--- config.mk ---
export PLATFORM = sky130hd
export DESIGN_NAME = muldiv_unit_flat
export DESIGN_NICKNAME = d
export VERILOG_FILES = /design/src/rtl/muldiv_unit_if.sv /design/src/rtl/muldiv_unit.sv /design/src/flat_wrapper.sv
export SDC_FILE = /design/constraint.sdc
export NUM_CORES = 1
export LEC_CHECK = 0
export CAP_MARGIN = 10
export CORE_MARGIN = 1
export CORE_UTILIZATION = 55
export DETAILED_ROUTE_END_ITERATION = 10
export DONT_BUFFER_PORTS = 1
export GPL_TIMING_DRIVEN = 0
export PLACE_DENSITY = 0.7
export SKIP_LAST_GASP = 1
export SYNTH_ARGS = -nofsm -noshare
export SYNTH_HDL_FRONTEND = slang
export SYNTH_SLANG_ARGS = --single-unit
--- constraint.sdc ---
create_clock -name clk -period 8.6 [get_ports clk]
set_clock_uncertainty 0.2 [all_clocks]
set_input_delay 0 -clock clk [delete_from_list [all_inputs] [get_ports clk]]
set_output_delay 0 -clock clk [all_outputs]
set_load 0.01 [all_outputs]
--- src/rtl/muldiv_unit_if.sv ---
// Handshake/bus bundle for the iterative multiply/divide unit.
//   start   requester -> unit  request, sampled only while busy=0
//   func3   requester -> unit  operation select (RV32M encoding)
//   DataA   requester -> unit  rs1 operand
//   DataB   requester -> unit  rs2 operand
//   busy    unit -> requester  operation in flight
//   done    unit -> requester  one-cycle pulse, result valid
//   result  unit -> requester  registered result, held until next accepted start
interface muldiv_unit_if #(
  parameter int unsigned XLEN = 32
);
  logic            start;
  logic [2:0]      func3;
  logic [XLEN-1:0] DataA;
  logic [XLEN-1:0] DataB;
  logic            busy;
  logic            done;
  logic [XLEN-1:0] result;

  modport master (
    output start, func3, DataA, DataB,
    input  busy, done, result
  );

  modport slave (
    input  start, func3, DataA, DataB,
    output busy, done, result
  );
endinterface

--- src/rtl/muldiv_unit.sv ---
// Iterative RV32M multiply/divide unit (MUL/MULH/MULHSU/MULHU/DIV/DIVU/REM/REMU).
// Fixed latency: start accepted at edge N -> done high in the cycle after edge N+XLEN+2.
//   clk    rising-edge clock
//   rst_n  asynchronous active-low reset
//   bus    muldiv_unit_if slave: start/func3/DataA/DataB in, busy/done/result out
module muldiv_unit #(
  parameter int unsigned XLEN = 32
) (
  input logic         clk,
  input logic         rst_n,
  muldiv_unit_if.slave bus
);

  localparam int unsigned CntW = $clog2(XLEN);
  localparam int unsigned AccW = 2 * XLEN + 1;

  typedef enum logic [1:0] {StIdle, StCalc, StFix, StDone} state_e;

  state_e            state_q;
  logic [2:0]        func3_q;
  logic [XLEN-1:0]   a_mag_q;
  logic [XLEN-1:0]   b_mag_q;
  logic              neg_a_q;
  logic              neg_b_q;
  logic              b_zero_q;
  logic [CntW-1:0]   cnt_q;
  logic [AccW-1:0]   acc_q;
  logic              busy_q;
  logic              done_q;
  logic [XLEN-1:0]   result_q;

  // Operand decode at the request boundary
  logic              signed_a, signed_b, neg_a, neg_b;
  logic [XLEN-1:0]   a_mag, b_mag;
  logic [AccW-1:0]   acc_init;

  always_comb begin
    // Only the unsigned variants clear signedness; MULHSU keeps A signed only
    signed_a = !(bus.func3 inside {3'b011, 3'b101, 3'b111});
    signed_b = bus.func3 inside {3'b000, 3'b001, 3'b100, 3'b110};
    neg_a    = signed_a & bus.DataA[XLEN-1];
    neg_b    = signed_b & bus.DataB[XLEN-1];
    a_mag    = neg_a ? (~bus.DataA + 1'b1) : bus.DataA;
    b_mag    = neg_b ? (~bus.DataB + 1'b1) : bus.DataB;
    // Multiply: multiplier sits in the low half. Divide: dividend sits in the low half.
    acc_init = bus.func3[2] ? {{(XLEN + 1){1'b0}}, a_mag} : {{(XLEN + 1){1'b0}}, b_mag};
  end

  // One radix-2 iteration
  logic [XLEN:0]     mul_sum;
  logic [AccW-1:0]   mul_next;
  logic [XLEN:0]     rem_sh;
  logic [AccW-1:0]   div_next;

  always_comb begin
    mul_sum  = {1'b0, acc_q[2*XLEN-1:XLEN]} + {1'b0, a_mag_q};
    mul_next = acc_q[0] ? {1'b0, mul_sum, acc_q[XLEN-1:1]} : {1'b0, acc_q[AccW-1:1]};
    // Restoring divide: partial remainder shifted left with next dividend bit
    rem_sh   = acc_q[2*XLEN-1:XLEN-1];
    if (rem_sh >= {1'b0, b_mag_q}) begin
      div_next = {rem_sh - {1'b0, b_mag_q}, acc_q[XLEN-2:0], 1'b1};
    end else begin
      div_next = {rem_sh, acc_q[XLEN-2:0], 1'b0};
    end
  end

  // Sign correction and half/quotient/remainder select
  logic [2*XLEN-1:0] prod_fix;
  logic [XLEN-1:0]   quot_fix;
  logic [XLEN-1:0]   rem_fix;
  logic [XLEN-1:0]   sel_result;

  always_comb begin
    prod_fix = (neg_a_q ^ neg_b_q) ? (~acc_q[2*XLEN-1:0] + 1'b1) : acc_q[2*XLEN-1:0];
    // Divide by zero yields all ones regardless of sign; remainder already equals DataA
    if (b_zero_q) begin
      quot_fix = '1;
    end else begin
      quot_fix = (neg_a_q ^ neg_b_q) ? (~acc_q[XLEN-1:0] + 1'b1) : acc_q[XLEN-1:0];
    end
    rem_fix  = neg_a_q ? (~acc_q[2*XLEN-1:XLEN] + 1'b1) : acc_q[2*XLEN-1:XLEN];
    unique case (func3_q)
      3'b000:                 sel_result = prod_fix[XLEN-1:0];
      3'b001, 3'b010, 3'b011: sel_result = prod_fix[2*XLEN-1:XLEN];
      3'b100, 3'b101:         sel_result = quot_fix;
      default:                sel_result = rem_fix;
    endcase
  end

  always_ff @(posedge clk or negedge rst_n) begin
    if (!rst_n) begin
      state_q  <= StIdle;
      func3_q  <= '0;
      a_mag_q  <= '0;
      b_mag_q  <= '0;
      neg_a_q  <= 1'b0;
      neg_b_q  <= 1'b0;
      b_zero_q <= 1'b0;
      cnt_q    <= '0;
      acc_q    <= '0;
      busy_q   <= 1'b0;
      done_q   <= 1'b0;
      result_q <= '0;
    end else begin
      done_q <= 1'b0;
      unique case (state_q)
        StIdle: begin
          // busy_q is still high in the cycle done is shown, which blocks a start there
          if (bus.start && !busy_q) begin
            func3_q  <= bus.func3;
            a_mag_q  <= a_mag;
            b_mag_q  <= b_mag;
            neg_a_q  <= neg_a;
            neg_b_q  <= neg_b;
            b_zero_q <= (bus.DataB == '0);
            cnt_q    <= '0;
            acc_q    <= acc_init;
            busy_q   <= 1'b1;
            state_q  <= StCalc;
          end else begin
            busy_q <= 1'b0;
          end
        end
        StCalc: begin
          acc_q <= func3_q[2] ? div_next : mul_next;
          cnt_q <= cnt_q + CntW'(1);
          if (cnt_q == CntW'(XLEN - 1)) begin
            state_q <= StFix;
          end
        end
        StFix: begin
          result_q <= sel_result;
          state_q  <= StDone;
        end
        StDone: begin
          done_q  <= 1'b1;
          state_q <= StIdle;
        end
        default: state_q <= StIdle;
      endcase
    end
  end

  assign bus.busy   = busy_q;
  assign bus.done   = done_q;
  assign bus.result = result_q;

endmodule

--- src/flat_wrapper.sv ---
// flat-port wrapper written by rule: the top's interface ports become plain ports
module muldiv_unit_flat 
#(
  parameter int unsigned XLEN = 32
)
  (clk, rst_n, bus_start, bus_func3, bus_DataA, bus_DataB, bus_busy, bus_done, bus_result);
  muldiv_unit_if #(.XLEN(XLEN)) bus_i ();
  input logic clk;
  input logic rst_n;
  input wire logic [$bits(bus_i.start)-1:0] bus_start;
  input wire logic [$bits(bus_i.func3)-1:0] bus_func3;
  input wire logic [$bits(bus_i.DataA)-1:0] bus_DataA;
  input wire logic [$bits(bus_i.DataB)-1:0] bus_DataB;
  output wire logic [$bits(bus_i.busy)-1:0] bus_busy;
  output wire logic [$bits(bus_i.done)-1:0] bus_done;
  output wire logic [$bits(bus_i.result)-1:0] bus_result;
  assign bus_i.start = bus_start;
  assign bus_i.func3 = bus_func3;
  assign bus_i.DataA = bus_DataA;
  assign bus_i.DataB = bus_DataB;
  assign bus_busy = bus_i.busy;
  assign bus_done = bus_i.done;
  assign bus_result = bus_i.result;
  muldiv_unit #(.XLEN(XLEN)) u_core (.clk(clk), .rst_n(rst_n), .bus(bus_i));
endmodule
==> qor.txt <==
Rel. slew slack: 0.227
Multi-input gate area: 0.0105 sq mm
Slew @ Worst Pin: 1150 ps
Largest net degree at the start of global routing: 177
Core ar.: 0.0279 sq mm
Fillers: 2518
Residual DRC count: 2
Number of synthesized flops with an enable pin: 0
Crit path time final: 4830 ps
IO Port Bufs: 0
Final ANT Viol Nets: 0
Layout cell share with drive strength beyond 1: 0.0466
Adder-cell share of the synthesized area: 0.0623
Setup crit start kind: flip-flop
DP Cell Count: 2400
Leak Pwr: 0.00732 uW
First-pass GRT wire length: 99.9 mm
Fin nets: 2303
Failing checks: DRC, hold timing
Cell Count, Final, Fillers Out: 2548
Clk pin slew, worst setup/hold paths: 80 ps
Most used DFF post-synth: dfrtp_1
DRT iter0 DRCs: 2488
Post-synthesis mux area share: 0.0532
Peak supply drop: 0.214 mV
#FFs+latches synth: 176
H-tree depth: 4
Achievable clock frequency: 0.207 GHz
# rows: 61
Largest family of logic cells by synthesized area: compound AO/OA/AOI/OAI gates
Data required time of the worst path: 8800 ps
YS warnings: 0
Unrepaired setup endpoints after global routing: no
Hold WC Path Type: in -> async
Clock Latency Late Sink: 470 ps
Total CTS buffers: 17
Vert. Die Dim: 171 um
Starting density of the core: 0.563
Most common cell after layout, fill and taps aside: nand2_1
Vias per inst: 6.84
Routed WL: 68.3 mm
CTS tree: done
DRT Pass-1 Iters: 11
CP Capture Type: flip-flop
Final GP Congestion: 1.05
Mapped Cells: 2022
# IOs: 104
CTS Sinks: 176
Final TNS setup: 0 ps
Routed len/inst: 26.8 um
Post-cts sizing count: 0
Simple-gate portion of the synthesized area: 0.178
Vias in the first global route: 16100
Finish-stage setup viols: 0
Final period util: 0.562
Fin. max-slew vios: 0
Seq/Total Area, Yosys: 0.280
Kind of critical path: reg -> reg
Compound-Gate Fraction of Synth Area: 0.264
Clock root buffer: clkbuf_16
Pwr/cell area: 447 mW/mm^2
Die X-Extent: 171 um
Crit path DAT: 5030 ps
Die area: 0.0293 sq mm
Synth cell types: 72
Status: complete, but fails checks
CTS Buffer Depth: 2
Max Cap Viol: 0
Sequential cell area: 0.00440 sq mm
Mean post-synth cell area: 7.77 sq um
Xor/xnor share of the synthesized area: 0.108
GRT Total Usage: 0.468
Synth-to-layout area growth: 14.1%
Post-DP HPWL: 50.9 mm
Remaining Overflow, GRT: 0
Routed vias: 17400
Synthesized Nets: 2169
FFs w/ async S/R, synth: 1.00
Cell area after synthesis: 0.0157 sq mm
Hold WS: -109 ps
Crit Path Max Fanout: 10
Final hold vios: 11
Commonest cells after routing, fill and taps aside: 210 x nand2_1, 204 x a21oi_1, 189 x o21ai_0
Initial antenna violation count: 2
==> area by class of cell <==
class,instances,share of cell area
Tap cell,378,0.0264
Sequential cell,176,0.246
Buffer,154,0.0327
Timing Repair Buffer,115,0.0652
Multi-Input combinational cell,1619,0.583
Inverter,73,0.0153
Clock buffer,19,0.0247
Antenna cell,1,0.000140
Clock inverter,13,0.00740
==> stage by stage <==
step / power [uW] / util / area, sq um / setup WS (ps)
floorplan: 5140 / - / 15700 / 5270
global placement: 6740 / 0.579 / 16200 / 4040
detailed placement: 6830 / 0.579 / 16200 / 3960
CTS: 7730 / 0.642 / 17900 / 3950
global route: 8410 / 0.642 / 17900 / 3610
finish: 8010 / 0.642 / 17900 / 3770
==> cells in the mapped netlist (11+ instances only) <==
cell type / count / area, sq um
and3_1: 11 / 68.8
mux2_2: 44 / 495
nand2_1: 210 / 788
mux2i_1: 34 / 340
a21o_1: 25 / 188
o21ai_0: 189 / 946
o221ai_1: 11 / 96.3
nand3_1: 32 / 160
a221oi_1: 12 / 105
a22o_1: 13 / 114
nor2b_1: 16 / 100
a211oi_1: 31 / 233
nor2_1: 176 / 661
ha_1: 75 / 938
nand4_1: 16 / 100
a21oi_1: 204 / 1020
a222oi_1: 14 / 140
o31ai_1: 26 / 195
nor4_1: 16 / 100
clkbuf_1: 142 / 533
dfrtp_1: 176 / 4400
or3_1: 18 / 113
a31oi_1: 27 / 169
inv_1: 72 / 270
o21bai_1: 11 / 82.6
o211ai_1: 20 / 150
xnor2_1: 89 / 780
xor2_1: 104 / 911
or4_1: 17 / 128
nor3_1: 41 / 205
==> logic make-up (layout without fill, tap and decap cells) <==
kind of cell             after synthesis  count (layout)
AO/OA/AOI/OAI                        669             669
XOR/XNOR                             193             193
adder cells (fa/ha/maj)               77              77
buffers and inverters                227             374
flip-flops                           176             176
multiplexers                          78              78
other                                  0               1
AND/OR/NAND/NOR                      602             602
==> where the power goes <==
| group | leakage [uW] | total, uW | internal (uW) | switching, uW |
|---|---|---|---|---|
| combinational | 0.00491 | 5530 | 1900 | 3630 |
| clock | 0.000282 | 797 | 395 | 402 |
| sequential | 0.00213 | 1680 | 1210 | 473 |
==> registers in the layout, indices dropped and copies added, names as in the netlist, 2 cells and up <==
name / flops
u_core.b_mag_q: 32
u_core.bus.result: 32
u_core.cnt_q: 5
u_core.acc_q: 65
u_core.state_q: 2
u_core.a_mag_q: 32
u_core.func3_q: 3
==> path summary, 6_finish.rpt <==
check	from	to	slack [ps]	cells past startpoint
max	u_core.acc_q[0]	u_core.bus.result[18]	3770	13
min	rst_n	u_core.acc_q[59]	-110	2
max reg2reg	u_core.acc_q[0]	u_core.bus.result[18]	3770	13
min reg2reg	u_core.b_mag_q[28]	u_core.b_mag_q[28]	290	2
max in group asynchronous	rst_n	u_core.bus.result[22]	7380	2
min in group clk	bus_start	u_core.a_mag_q[1]	20	3
==> routing by layer <==
layer | vias up | routed length (um) | global-route usage
met3 | 308 | 8750 | 0.127
met2 | 1353 | 27800 | 0.676
met4 | 2 | 4910 | 0.300
li1 | 7579 | - | -
met1 | 8196 | 26800 | 0.615
met5 | - | 12 | 0
==> worst max-delay path, stage by stage, from the launching register on <==
cell,delay (ps)
dfrtp_1,360
clkbuf_1,260
inv_1,360
clkbuf_1,550
ha_1,380
nand4b_1,310
nor3_2,550
nand2_1,130
clkbuf_1,340
o21ai_1,430
nand2_1,110
xnor2_1,140
a222oi_1,410
mux2_2,220
==> timing repair <==
item / in CTS / in global routing
endpoints found under the hold margin: 281 / 0
setup buffers: 0 / 0
hold buffers: 115 / 0
Note: power is estimated with default switching activity, not from simulation.
